### config.mk
export PLATFORM = sky130hd
export DESIGN_NAME = dff_write_arbiter
export DESIGN_NICKNAME = d
export VERILOG_FILES = /design/src/rtl/dff_write_arbiter.sv
export SDC_FILE = /design/constraint.sdc
export NUM_CORES = 1
export LEC_CHECK = 0
export ABC_CLOCK_PERIOD_IN_PS = 2160
export BUFFER_PORTS_ARGS = -buffer_cell sky130_fd_sc_hd__buf_2
export CAP_MARGIN = 0
export CELL_PAD_IN_SITES_DETAIL_PLACEMENT = 0
export CELL_PAD_IN_SITES_GLOBAL_PLACEMENT = 1
export CORE_MARGIN = 2
export CORE_UTILIZATION = 33
export CTS_CLUSTER_DIAMETER = 80
export DETAILED_ROUTE_END_ITERATION = 6
export GPL_TIMING_DRIVEN = 0
export MAX_ROUTING_LAYER = met4
export PLACE_DENSITY = 0.9
export SETUP_SLACK_MARGIN = 0.3
export SLEW_MARGIN = 20
export SYNTH_ARGS = -nofsm -noshare
export SYNTH_HDL_FRONTEND = slang
export SYNTH_SLANG_ARGS = --single-unit
### constraint.sdc
create_clock -name clk -period 2.16 [get_ports clk]
set_input_delay 0.108 -clock clk [delete_from_list [all_inputs] [get_ports clk]]
set_output_delay 0.108 -clock clk [all_outputs]
set_load 0.02 [all_outputs]
### src/rtl/dff_write_arbiter.sv
// Four-requester round-robin write arbiter in front of a shared WIDTH-bit register.
// Each write takes an IDLE arbitration cycle followed by a one-cycle GRANT.
module dff_write_arbiter #(
  parameter int WIDTH = 8
) (
  input  logic               clk,
  input  logic               rst_n,
  input  logic [3:0]         req,
  input  logic [4*WIDTH-1:0] wdata,
  output logic [3:0]         gnt,
  output logic [WIDTH-1:0]   q,
  output logic               q_valid,
  output logic               busy,
  output logic [7:0]         wr_count
);

  typedef enum logic {IDLE, GRANT} state_t;

  state_t           state_reg, state_next;
  logic [1:0]       ptr_reg;
  logic [1:0]       sel_reg;
  logic [1:0]       sel;
  logic [1:0]       idx;
  logic [WIDTH-1:0] q_reg;
  logic             q_valid_reg;
  logic [7:0]       wr_count_reg;
  logic             commit;
  logic [WIDTH-1:0] lane [4];

  generate
    for (genvar gi = 0; gi < 4; gi++) begin : g_lane
      assign lane[gi] = wdata[gi*WIDTH +: WIDTH];
      // Grant is visible only while the latched requester keeps asking.
      assign gnt[gi]  = busy && (sel_reg == 2'(gi)) && req[gi];
    end
  endgenerate

  // Walk the search order backwards so the entry closest to ptr wins.
  always_comb begin
    sel = ptr_reg;
    idx = ptr_reg;
    for (int k = 3; k >= 0; k--) begin
      idx = ptr_reg + 2'(k);
      if (req[idx]) sel = idx;
    end
  end

  assign commit = (state_reg == GRANT) && req[sel_reg];

  always_comb begin
    state_next = state_reg;
    case (state_reg)
      IDLE:    if (|req) state_next = GRANT;
      GRANT:   state_next = IDLE;
      default: state_next = IDLE;
    endcase
  end

  always_ff @(posedge clk) begin
    if (!rst_n) begin
      state_reg    <= IDLE;
      ptr_reg      <= 2'd0;
      sel_reg      <= 2'd0;
      q_reg        <= '0;
      q_valid_reg  <= 1'b0;
      wr_count_reg <= 8'd0;
    end else begin
      state_reg   <= state_next;
      q_valid_reg <= commit;
      if (state_reg == IDLE && |req) sel_reg <= sel;
      // An aborted grant leaves data, count and pointer untouched.
      if (commit) begin
        q_reg        <= lane[sel_reg];
        wr_count_reg <= wr_count_reg + 8'd1;
        ptr_reg      <= sel_reg + 2'd1;
      end
    end
  end

  assign busy     = (state_reg == GRANT);
  assign q        = q_reg;
  assign q_valid  = q_valid_reg;
  assign wr_count = wr_count_reg;

endmodule

### Word-level counts from Yosys, hierarchy flattened

Cells that the tools add are included.

| storage, ports and cells | value |
|---|---|
| output and inout bits | 22 |
| bits in registers | 22 |

| cells by class | value |
|---|---|
| reduce and logical (&&, ||, !) cells | 12 |
| bitwise logic cells | 2 |
| muxes and demuxes | 19 |
| equality and inequality tests | 3 |
| $add $sub $neg | 5 |
| order comparisons | 6 |

Operators by type and width:

| kind | count |
|---|---|
| binary-select mux 8 bit (select 2 bit) | 1 |
| two-way mux 8 bit | 2 |
| < comparator 2 x 3 -> 1 bit, second input constant | 5 |
| binary-select mux 1 bit (select 2 bit) | 5 |
| logical AND 1 bit | 10 |
| adder 8 x 1 -> 8 bit, second input constant | 1 |
| two-way mux 2 bit | 4 |
| two-way mux 1 bit | 6 |
| adder 2 x 1 -> 2 bit, second input constant | 2 |
| adder 2 bit, second input constant | 2 |
| == test 2 bit, second input constant | 2 |
| OR reduction 4 bit | 1 |
| greater-or-equal comparator 3 bit, second input constant | 1 |
| inverter 2 -> 3 bit | 1 |
| == test 2 x 1 -> 1 bit, second input constant | 1 |
| logical NOT 2 bit | 1 |
| case mux 1 bit (2 select lines) | 1 |
| inverter 1 bit | 1 |

### Logic depth before layout (Yosys ltp)

| logic depth | value |
|---|---|
| word-level depth | 7 |
| mapped depth | 5 |

### Least setup slack after synthesis

OpenSTA, ideal clock, no wires.

| path | value |
|---|---|
| path kind | register to register |
| from | reg sel_reg[1] |
| to | reg ptr_reg[0] |
| arrival | 1.432 ns |
| slack | 0.612 ns |
| cell stages (with the launch flop) | 5 |
| buffers on the path | 1 |
| required time | 2.044 ns |
| setup time | 0.116 ns |
| cell sequence | dfxtp_1 -> mux4_2 -> and2_4 -> buf_6 -> o211a_1 |

| on the way | value |
|---|---|
| cells in the longest elaborated chain, start to end | 3 |

Ends and longest elaborated chain:

| element | RTL line | source |
|---|---|---|
| from (decl) | 21 | `logic [1:0] sel_reg;` |
| from (signal assigned) | 70 | `if (state_reg == IDLE && \|req) sel_reg <= sel;` |
| binary-select mux 1 bit (select 2 bit) | 48 | `assign commit = (state_reg == GRANT) && req[sel_reg];` |
| two-way mux 1 bit (implied by the code) | 48 |  |
| logical AND 1 bit | 48 |  |
| to (signal assigned) | 75 | `ptr_reg <= sel_reg + 2'd1;` |
| to (decl) | 20 | `logic [1:0] ptr_reg;` |

No other way between the ends. The select of a mux whose other input is x is not followed.
A chain may end at the register's enable or synchronous reset.

### Worst setup path after layout

| path | value |
|---|---|
| from | reg sel_reg[1] |
| to | out gnt[0] |

| on the way | value |
|---|---|
| cells in the longest elaborated chain, start to end | 3 |

Ends and longest elaborated chain:

| element | RTL line | source |
|---|---|---|
| logical NOT 2 bit | 34 | `assign gnt[gi] = busy && (sel_reg == 2'(gi)) && req[gi];` |
| logical AND 1 bit (2 in series) | 34 |  |
| to (decl) | 10 | `output logic [3:0] gnt,` |

No other way between the ends.

==> flow_summary.toml <==
[clock_tree]
cts_made_buffers = 3
path_clk_slew_ns = 0.08
clock_path_buffers = 2
cts_tree = "yes"
htreeDepth = 1
clkSinkCount = 22
post_cts_buffers = 0
cts-root-buf = "clkbuf_8"
clk-insertion-delay-late_ns = 0.25

[floorplanning]
dieArea_um2 = 4350
die_y_um = 65.9
core_um2 = 3690
rows = 22
io_pins = 60
start_util_pct = 34.3
die_x_um = 65.9

[grt]
grt_max_degree = 13
grt_pass1_vias = 1132
grt_use_total_pct = 15.1
gr-total-overflow = 0
grt_pass1_wl_um = 4960
antenna_found_initial = 0

[cells_and_area]
syn2layout_area_growth_pct = 32.8
stdcell_count = 243
fin_nets = 239
post-route-util_pct = 45.6
stdcell_area_um2 = 1680
drive_above_1_share_pct = 40.5
multi_input_area_um2 = 772
seq_area_um2 = 442
antenna_cells = 0
nFillCells = 395

[timing]
tns_ns = 0
final.period_utilization_pct = 78.7
rsz0062_at_grt = "false"
holdWs_ns = 0.157
finalHoldViolCount = 0
fin_skew_ns = 0.00135
tightest_slew_ns = 0.370
relSlewSlack_pct = 75.3
slew_viol_final = 0
layout_min_cycle_time_ns = 1.70
fmax_mhz = 589
setup_viol = 0

[status]
status = "finished clean"

[logic_synthesis]
yosysWarnings = 0
synth-seq-area-share_pct = 34.8
syn-num-nets = 175
ys_types = 31
synthCells = 132
synth_area_per_cell_um2 = 9.59
synth_area_um2 = 1270
synth-seq-cells = 22

[placement]
placed_cell_area_um2 = 1620
io_buffers = 59
dp_cells = 239
hpwlAfterDp_um = 2390
gp_congestion = 0.953

[worst_hold_path]
hold_path.class = "in2reg"

[power_and_ir_drop]
p_per_area_nw_per_um2 = 556
p_leak_uw = 0.000784
ir_worst_vdd_uv = 222

[setup_path]
endpoint_kind = "output pin"
arrival_ns = 1.59
required_ns = 2.05
startpoint_type = "flip-flop"
worstSetupPathType = "reg2out"
cp_max_fo = 10

[drt]
drc = 0
antenna_left = 0
routedWlPerCell_um = 12.3
first_pass_iters = 4
drtIter0Drc = 27
vias = 1173
drt-total-wl_um = 2990
routed_via_density = 4.83

[run]
max_cap_viol_count = 0
area by class of cell:
type | instances | share of cell area [%]
multi-input cells | 99 | 45.9
flip-flops and latches | 22 | 26.3
repair buffers | 59 | 17.6
well taps | 48 | 3.57
clock buffers | 4 | 3.27
plain buffers | 7 | 2.53
inverters | 4 | 0.893
placed cells by master, fill, tap and decap left out, types with 3 or more instances in the layout:
| master | synthesis | final |
|---|---|---|
| clkbuf_8 | 0 | 4 |
| dfxtp_1 | 22 | 21 |
| nand2_1 | 26 | 26 |
| a21boi_1 | 11 | 11 |
| ha_1 | 5 | 5 |
| xnor2_1 | 4 | 4 |
| nor2b_1 | 3 | 3 |
| buf_2 | 1 | 59 |
| and3_1 | 6 | 6 |
| inv_1 | 4 | 4 |
| and2_1 | 4 | 4 |
| clkbuf_1 | 4 | 3 |
| o21ai_0 | 3 | 3 |
| nand4_1 | 3 | 3 |
| a21oi_1 | 3 | 3 |
| mux4_2 | 9 | 9 |
| nand2b_1 | 5 | 5 |
through the flow:
| step | setup WS [ns] | power [uW] |
|---|---|---|
| finish | 0.461 | 934 |
| detailed placement | 0.490 | 657 |
| floorplan | 0.612 | 579 |
| global placement | 0.514 | 655 |
| global route | 0.326 | 994 |
| CTS | 0.384 | 952 |
path summary, 6_finish.rpt:
kind	from	slack (ns)	endpoint	depth (start not counted)
setup reg to reg	sel_reg[1]	0.48	ptr_reg[0]	4
setup / recovery	sel_reg[1]	0.46	gnt[0]	5
hold reg to reg	q[1]	0.46	q[1]	2
hold / removal	rst_n	0.16	busy	3
critical path, stage by stage, from the launching register on:
cell      delay (ns)
dfxtp_1         0.43
clkbuf_2        0.29
inv_1           0.10
ha_1            0.20
and3_1          0.17
buf_2           0.15
timing repair:
item,CTS,global route
hold buffers,0,0
resized for setup,2,1
setup endpoints to repair,2,1
power breakdown:
part,switching [uW],internal [uW],leakage (uW),total [uW]
clock,126,162,0.0000288,288
sequential,17.6,425,0.000179,443
combinational,101,103,0.000576,204
total,244,690,0.000784,934
kinds of logic after synthesis:
family                   share of synthesized area, %
buffers and inverters                            4.25
AO/OA/AOI/OAI                                    12.7
adder cells (fa/ha/maj)                          4.94
AND/OR/NAND/NOR                                  22.9
multiplexers                                     17.6
XOR/XNOR                                         2.77
flip-flops                                       34.8
layer usage:
| metal | global-route usage, % | part of all wire (%) | vias to the layer above |
|---|---|---|---|
| li1 | - | - | 595 |
| met1 | 18.3 | 45 | 538 |
| met2 | 25.8 | 49 | 38 |
| met3 | 3.07 | 5.7 | 2 |
| met4 | 3.83 | 0.33 | 0 |
| met5 | - | 0 | - |
synthesized netlist by cell type:
| library cell | count | area (um^2) |
|---|---|---|
| a21boi_0 | 1 | 7.51 |
| a21boi_1 | 11 | 82.6 |
| a21oi_1 | 3 | 15.0 |
| and2_1 | 4 | 25.0 |
| and2_4 | 1 | 8.76 |
| and3_1 | 6 | 37.5 |
| and3_4 | 1 | 11.3 |
| and4_1 | 2 | 17.5 |
| buf_2 | 1 | 5.00 |
| buf_4 | 1 | 7.51 |
| buf_6 | 1 | 11.3 |
| clkbuf_1 | 4 | 15.0 |
| dfxtp_1 | 22 | 440 |
| ha_1 | 5 | 62.6 |
| inv_1 | 4 | 15.0 |
| mux2i_1 | 2 | 20.0 |
| mux4_2 | 9 | 203 |
| nand2_1 | 26 | 97.6 |
| nand2b_1 | 5 | 31.3 |
| nand3_1 | 2 | 10.0 |
| nand4_1 | 3 | 18.8 |
| nor2_1 | 2 | 7.51 |
| nor2b_1 | 3 | 18.8 |
| o211a_1 | 1 | 10.0 |
| o21a_1 | 1 | 7.51 |
| o21ai_0 | 3 | 15.0 |
| o221ai_1 | 1 | 8.76 |
| o22ai_1 | 1 | 6.26 |
| o311ai_0 | 1 | 8.76 |
| or3_1 | 1 | 6.26 |
| xnor2_1 | 4 | 35.0 |
Note: power is estimated with default switching activity, not from simulation.
